`src/rtl/timer_acc.sv`:
```
// Programmable timer accumulator feeding the comparator section.
// Divides the sample-rate strobe TICK_IN by (PRE+1), counts the resulting
// steps into ACC, flags wrap in OVF and emits JKCK one cycle after each step.
module timer_acc #(
    parameter int WIDTH     = 8,
    parameter int PRE_WIDTH = 8
) (
    input  logic             CK,
    input  logic             nRES,
    input  logic [7:0]       PIN_DB_IN,
    input  logic             nWR_PRE,
    input  logic             nWR_CTRL,
    input  logic             TICK_IN,
    output logic [WIDTH-1:0] ACC,
    output logic             JKCK,
    output logic             OVF
);

    localparam logic [WIDTH-1:0]     ACC_ONE = 1;
    localparam logic [WIDTH-1:0]     ACC_MAX = '1;
    localparam logic [PRE_WIDTH-1:0] CNT_ONE = 1;

    // Bus value resized to the prescaler width
    logic [PRE_WIDTH-1:0] db_pre;

    generate
        if (PRE_WIDTH > 8) begin : g_pre_wide
            assign db_pre = {{(PRE_WIDTH-8){1'b0}}, PIN_DB_IN};
        end else if (PRE_WIDTH == 8) begin : g_pre_same
            assign db_pre = PIN_DB_IN;
        end else begin : g_pre_narrow
            assign db_pre = PIN_DB_IN[PRE_WIDTH-1:0];
        end
    endgenerate

    logic [PRE_WIDTH-1:0] pre_reg, pre_next;
    logic [PRE_WIDTH-1:0] cnt_reg, cnt_next;
    logic                 en_reg,  en_next;
    logic [WIDTH-1:0]     acc_reg, acc_next;
    logic                 ovf_reg, ovf_next;
    logic                 step_reg, step_next;
    logic                 jkck_reg;

    logic ctrl_wr;
    logic clr;
    logic ovf_clr;
    logic count;

    assign ctrl_wr = ~nWR_CTRL;
    assign clr     = ctrl_wr & PIN_DB_IN[1];
    assign ovf_clr = ctrl_wr & PIN_DB_IN[2];
    // A clear overrides counting; EN is the value held before this edge
    assign count   = en_reg & TICK_IN & ~clr;

    // Next-state computation for registers, prescaler and accumulator
    always_comb begin
        pre_next  = pre_reg;
        cnt_next  = cnt_reg;
        en_next   = en_reg;
        acc_next  = acc_reg;
        ovf_next  = ovf_reg;
        step_next = 1'b0;

        if (!nWR_PRE) begin
            pre_next = db_pre;
        end
        if (ctrl_wr) begin
            en_next = PIN_DB_IN[0];
        end

        if (clr) begin
            // Clear reloads from the freshly written PRE when both land together
            cnt_next = pre_next;
            acc_next = '0;
            ovf_next = 1'b0;
        end else if (count) begin
            if (cnt_reg != '0) begin
                cnt_next = cnt_reg - CNT_ONE;
            end else begin
                // Reload uses the PRE held before this edge
                cnt_next  = pre_reg;
                acc_next  = acc_reg + ACC_ONE;
                step_next = 1'b1;
                if (acc_reg == ACC_MAX) begin
                    ovf_next = 1'b1;
                end
            end
        end

        if (ovf_clr) begin
            ovf_next = 1'b0;
        end
    end

    // State register; JKCK trails the step by one cycle so ACC settles first
    always_ff @(posedge CK) begin
        if (!nRES) begin
            pre_reg  <= '0;
            cnt_reg  <= '0;
            en_reg   <= 1'b0;
            acc_reg  <= '0;
            ovf_reg  <= 1'b0;
            step_reg <= 1'b0;
            jkck_reg <= 1'b0;
        end else begin
            pre_reg  <= pre_next;
            cnt_reg  <= cnt_next;
            en_reg   <= en_next;
            acc_reg  <= acc_next;
            ovf_reg  <= ovf_next;
            step_reg <= step_next;
            jkck_reg <= step_reg;
        end
    end

    assign ACC  = acc_reg;
    assign JKCK = jkck_reg;
    assign OVF  = ovf_reg;

endmodule

```
`config.mk`:
```
export PLATFORM = sky130hd
export DESIGN_NAME = timer_acc
export DESIGN_NICKNAME = d
export VERILOG_FILES = /design/src/rtl/timer_acc.sv
export SDC_FILE = /design/constraint.sdc
export NUM_CORES = 1
export LEC_CHECK = 0
export ABC_AREA = 1
export BUFFER_PORTS_ARGS = -buffer_cell sky130_fd_sc_hd__buf_2
export CAP_MARGIN = 20
export CORE_AREA = 2 2 55 57
export DETAILED_ROUTE_END_ITERATION = 8
export DIE_AREA = 0 0 57 59
export MAX_ROUTING_LAYER = met4
export PLACE_DENSITY = 0.76
export SYNTH_ARGS = -nofsm -noshare
export SYNTH_HDL_FRONTEND = slang
export SYNTH_SLANG_ARGS = --single-unit
```
`constraint.sdc`:
```
create_clock -name CK -period 2 [get_ports CK]
set_clock_uncertainty 0.05 [all_clocks]
set_input_delay 0.3 -clock CK [delete_from_list [all_inputs] [get_ports CK]]
set_output_delay 0.3 -clock CK [all_outputs]
set_load 0.05 [all_outputs]
```
==> results of run 1 <==
-- kinds of logic after synthesis --
logic type | Yosys count | synth area share [%]
simple gates | 110 | 34.7
buf+inv | 39 | 10.1
compound gates | 32 | 11.8
flops | 28 | 38.0
xor+xnor | 5 | 2.97
fa+ha+maj | 3 | 2.54
-- worst max-delay path by stage --
stage / endpoint / cells after the start / slack (ns) / start
2_1_floorplan: ACC[6]$_SDFFE_PP0P_ / 6 / 0.38 / ACC[0]$_SDFFE_PP0P_
3_5_place_dp: ACC[7]$_SDFFE_PP0P_ / 9 / 0.47 / cnt_reg[0]$_SDFFE_PN0P_
6_report: ACC[3]$_SDFFE_PP0P_ / 8 / 0.46 / cnt_reg[0]$_SDFFE_PN0P_
4_1_cts: ACC[7]$_SDFFE_PP0P_ / 9 / 0.45 / cnt_reg[0]$_SDFFE_PN0P_
5_1_grt: ACC[3]$_SDFFE_PP0P_ / 7 / 0.27 / cnt_reg[0]$_SDFFE_PN0P_
3_3_place_gp: ACC[7]$_SDFFE_PP0P_ / 9 / 0.51 / cnt_reg[0]$_SDFFE_PN0P_
-- Yosys cell counts --
| library cell | n | area share [%] |
|---|---|---|
| nor2_4 | 1 | 0.76 |
| a31oi_1 | 3 | 1.3 |
| nand3_4 | 1 | 1.2 |
| nor2_1 | 38 | 9.7 |
| a21oi_1 | 12 | 4.1 |
| o22ai_1 | 4 | 1.7 |
| xnor2_1 | 1 | 0.59 |
| nand4_1 | 1 | 0.42 |
| o21ai_0 | 11 | 3.7 |
| clkinv_2 | 1 | 0.34 |
| buf_2 | 1 | 0.34 |
| nand3_1 | 13 | 4.4 |
| clkbuf_1 | 1 | 0.25 |
| ha_1 | 3 | 2.5 |
| nor2_2 | 1 | 0.42 |
| o21a_1 | 2 | 1.0 |
| nor3_2 | 1 | 0.68 |
| nor2_8 | 1 | 1.4 |
| dfxtp_1 | 28 | 38 |
| inv_1 | 36 | 9.2 |
| nor3_1 | 3 | 1.0 |
| xor2_1 | 4 | 2.4 |
| nand2_1 | 44 | 11 |
| nand2_4 | 3 | 2.3 |
| nand2_2 | 3 | 1.3 |
-- worst max-delay path: stages, from the launching register on --
cell and delay (ns):
dfxtp_1 0.35, inv_1 0.11, ha_1 0.15, nand3_1 0.13, nor2_4 0.28, nand2_4 0.12
nor2_1 0.10, nand2_1 0.05, a21oi_1 0.13
-- stage by stage --
stage | area, µm² | total power [W] | hold slack, ns | instances
floorplan | 1480 | 0.000835 | 0.340 | 217
finish | 1680 | 0.00127 | 0.150 | 273
CTS | 1680 | 0.00127 | 0.144 | 273
global route | 1680 | 0.00133 | 0.162 | 273
global placement | 1620 | 0.000898 | 0.359 | 269
detailed placement | 1620 | 0.000902 | 0.367 | 269
-- per-layer routing --
layer | wire length, µm | global-route usage [%] | up-vias
li1 | - | - | 731
met1 | 1610 | 28.6 | 619
met2 | 1320 | 32.7 | 20
met3 | 83 | 3.28 | 4
met4 | 48 | 6.98 | 0
met5 | 0 | - | -
-- cell type report --
cell class              count  area (µm²)  area share (%)
clock inverters             1        30.0            1.79
flip-flops and latches     28         561            33.4
well taps                  31        38.8            2.31
repair buffers             23         118            7.01
inverters                  37         140            8.36
multi-input cells         150         767            45.7
clock buffers               3        22.5            1.34
-- power by group --
group / leakage, nW / switching [W] / internal [W] / total [W]
sequential: 0.229 / 0.0000190 / 0.000585 / 0.000604
combinational: 0.554 / 0.000189 / 0.0000986 / 0.000287
clock: 0.0279 / 0.000175 / 0.000203 / 0.000378
==> results.toml, run 1 <==
[placed_design]
gp_congestion = 0.823
post-place-ws_ns = 0.472
dpl.hpwl_um = 2350
port_buffers = 22

[timing]
fin_tns_setup_ns = 0
rsz0062_at_grt = "no"
worst_pin_slew_ns = 0.284
fin_ws_ns = 0.462
fmax_mhz = 650
slew_violations = 0
hold_viol_final = 0
slew_headroom_pct = 81.0
fin_crit_ns = 1.54
post-route-period-util_pct = 76.9
setup_viol = 0

[setup_path]
reg2reg_depth = 8
endpoint_kind = "flip-flop"
cp.required_ns = 2.23
critPathLaunchType = "flip-flop"
critical_path.max_fanout = 9
crit_arrival_ns = 1.77
rr_startpoint = "cnt_reg[0]$_SDFFE_PN0P_"
critical_path_class = "reg -> reg"
reg2reg_setup_slack_ns = 0.46
reg2reg_to = "ACC[3]$_SDFFE_PP0P_"

[worst_hold_path]
hold_end = "JKCK$_SDFF_PN0_"
hold_path.startpoint = "nRES"
hold_depth = 3
hold_path.class = "in -> reg"

[logic_synthesis]
yosysSeqAreaShare_pct = 38.0
synthesis.instances = 217
netlist_area_mm2 = 0.00148
yosysWarnings = 0
synth_nets = 233
ys_types = 25
synth-seq-cells = 28
avgSynthCellArea_um2 = 6.80

[global_route]
grt_pass1_wl_um = 5350
grt.overflow.total = 0
antenna_found_initial = 0
grt_max_degree = 17
grtUsageTotal_pct = 21.2
grt_pass1_vias = 1230

[clock_tree]
clock_sink_count = 28
ctsResizeCount = 0
clock-root-buffer = "clkbuf_4"
clk_path_buf_depth = 2
htreeDepth = 1
cts_setup_buffers = 0
clkSlewWorstSetupHoldPaths_ns = 0.15
clock_latency_ns = 0.34
cts-buffers-inserted = 3
cts_tree = "built"
holdBufCountCts = 0

[routing]
wirelength_um = 3050
drtPass1Iterations = 4
wl_per_cell_um = 11.2
drc = 0
num_vias = 1374
via_per_inst = 5.03
drtIter0Drc = 69
antenna_left = 0

[layout]
fin_util_pct = 61.9
final_common_cell = "nand2_1"
finalNetCount = 259
fillers = 260
final_cell_mix = "nand2_1, nor2_1, inv_1"
n_antenna_cell = 0
drive_gt1_share_pct = 16.1
area_growth_pct = 13.6

[floorplan]
die_w_um = 57
rows = 19
die-height_um = 59
io_pins = 23
core_area_mm2 = 0.00271
initial_utilization_pct = 54.5
die-area_mm2 = 0.00336

[power]
peakVddDrop_mv = 0.729
leakagePower_nw = 0.811
p_per_area_mw_per_mm2 = 757

[run]
drv_cap = 0

[status]
status = "completed"
Power figures use the tool's default switching activity.
==> run 2, diff against run 1 <==
CORE_AREA = 2 2 58 60   (was 2 2 55 57)
DIE_AREA = 0 0 60 62   (was 0 0 57 59)
PLACE_DENSITY = 0.72   (was 0.76)
clock period = 1.4 ns   (was 2 ns; I/O delays follow)
==> results.toml, run 2 (synthesis gave the netlist of run 1 again) <==
[global_route]
grt_max_degree = 17
grtUsageTotal_pct = 20.5
antenna_found_initial = 0
grt.overflow.total = 0
grt_pass1_wl_um = 5560
grt_pass1_vias = 1311

[status]
status = "completed"

[floorplan]
initial_utilization_pct = 46.4
core_area_mm2 = 0.00318
rows = 21
io_pins = 23
die-area_mm2 = 0.00372
die-height_um = 62
die_w_um = 60

[power]
peakVddDrop_mv = 0.680
p_per_area_mw_per_mm2 = 1030
comb_power_share_pct = 29.8
p_int_w = 0.00138
pwr-share-clk_pct = 27.2
p_total_w = 0.00200
seqPwrFrac_pct = 42.9
power_switching_w = 0.000623
leakagePower_nw = 0.930
sw_frac_of_total_pct = 31.1

[placed_design]
gp_congestion = 0.825
post-place-ws_ns = -0.0648
port_buffers = 22
placed_area_mm2 = 0.00177
dp.cells = 299
dpl.hpwl_um = 2490

[clock_tree]
cts-buffers-inserted = 3
clock_sink_count = 28
cts_tree = "built"
clock-root-buffer = "clkbuf_4"
clk_path_buf_depth = 2
holdBufCountCts = 0
htreeDepth = 1
clock_latency_ns = 0.34
clkSlewWorstSetupHoldPaths_ns = 0.16

[routing]
drc = 0
antenna_left = 0
drtIter0Drc = 43
via_per_inst = 4.79
num_vias = 1480
wl_per_cell_um = 11.4
wirelength_um = 3530
drtPass1Iterations = 4

[layout]
final_cell_mix = "nand2_1, inv_1, nor2_1"
instances_no_fill = 309
register_area_um2 = 568
fin_util_pct = 61.2
fin_area_mm2 = 0.00195
finalNetCount = 280
n_antenna_cell = 0
fillers = 286
area_growth_pct = 31.9
drive_gt1_share_pct = 30.4
multi_input_area_um2 = 845
final_common_cell = "nand2_1"

[setup_path]
critPathLaunchType = "flip-flop"
cp.required_ns = 1.64
crit_arrival_ns = 1.62
crit_buf_inv = 1
endpoint_kind = "flip-flop"
cp_slowest_cell = "dfxtp_2"
critical_path.max_fanout = 7
cp_slowest_stage_delay_ns = 0.35
critical_path_class = "reg -> reg"
critical_path.top_delay_family = "simple AND/OR/NAND/NOR gates"
crit_path_cell_trace = "inv_2 -> ha_4 -> nand3_4 -> nor2_4 -> nand2_4 -> nor2_1 -> nand2_1 -> a21oi_1"

[timing]
hold_viol_final = 0
fmax_mhz = 725
fin_ws_ns = 0.0200
slew_headroom_pct = 82.1
setup_viol = 0
fin_crit_ns = 1.38
post-route-period-util_pct = 98.6
rsz0062_at_grt = "yes"
worst_pin_slew_ns = 0.268
slew_violations = 0

[run]
drv_cap = 0

[worst_hold_path]
hold_path.class = "in -> reg"
[run 2: cell count changes in the layout (fill, tap and decap cells not counted), moves of 2 or more]
cell and delta:
buf_4 +18, dfxtp_1 -6, dfxtp_2 +6, ha_1 -2
ha_4 +2, inv_1 -3, inv_2 +3, nand3_1 -2
nor2_1 -5, nor2_2 +4, nor2_4 +2, o21ai_0 -4
o21ai_1 +4
[run 2: cell type report]
cell class | count | area share [%]
multi-input combinational | 151 | 43.4
sequential | 28 | 29.2
timing repair buffer | 43 | 14.6
inverter | 37 | 7.20
tap | 46 | 2.96
clock inverter | 1 | 1.54
clock buffer | 3 | 1.16
[run 2: power groups by stage]
stage / sequential, W / clock (W) / combinational, W
after CTS: 0.000860 / 0.000547 / 0.000537
after floorplan: 0.000880 / 0 / 0.000314
after detailed placement: 0.000875 / 0 / 0.000477
after global routing: 0.000867 / 0.000585 / 0.000652
final: 0.000861 / 0.000546 / 0.000598
after global placement: 0.000875 / 0 / 0.000471
[run 2: repair_timing]
item / CTS / global route
pin swaps: 5 / 16
gates cloned: 1 / 0
endpoints found under the setup margin: 15 / 16
gates resized for setup: 10 / 17
buffers inserted: 4 / 2
[run 2: path summary, 6_finish.rpt]
path / from / endpoint / slack, ns / cells past startpoint
worst max-delay path: cnt_reg[0]$_SDFFE_PN0P_ / ACC[3]$_SDFFE_PP0P_ / 0.02 / 8
worst min-delay path: nRES / JKCK$_SDFF_PN0_ / 0.05 / 3
worst max register to register: cnt_reg[0]$_SDFFE_PN0P_ / ACC[3]$_SDFFE_PP0P_ / 0.02 / 8
worst min register to register: step_reg$_SDFF_PP0_ / JKCK$_SDFF_PN0_ / 0.38 / 2
[run 2: worst min-delay path, cell delays in order]
cell and delay, ns:
buf_2 0.13, nand2_1 0.06, inv_1 0.03
[run 2: metrics by stage]
stage	hold WS, ns	TNS (ns)
after CTS	0.0601	0
after global placement	0.349	-0.0651
after floorplan	0.253	-0.00489
final	0.0523	0
after global routing	0.0609	-0.516
after detailed placement	0.352	-0.347
[run 2: routing by layer]
| layer | track usage (%) | wire length (µm) | vias to the layer above | part of all wire, % |
|---|---|---|---|---|
| met1 | 26.3 | 1690 | 669 | 48 |
| met2 | 32.6 | 1670 | 30 | 47 |
| met4 | 9.21 | 36 | 0 | 1.0 |
| li1 | - | - | 777 | - |
| met5 | - | 0 | - | 0 |
| met3 | 2.07 | 143 | 4 | 4.0 |
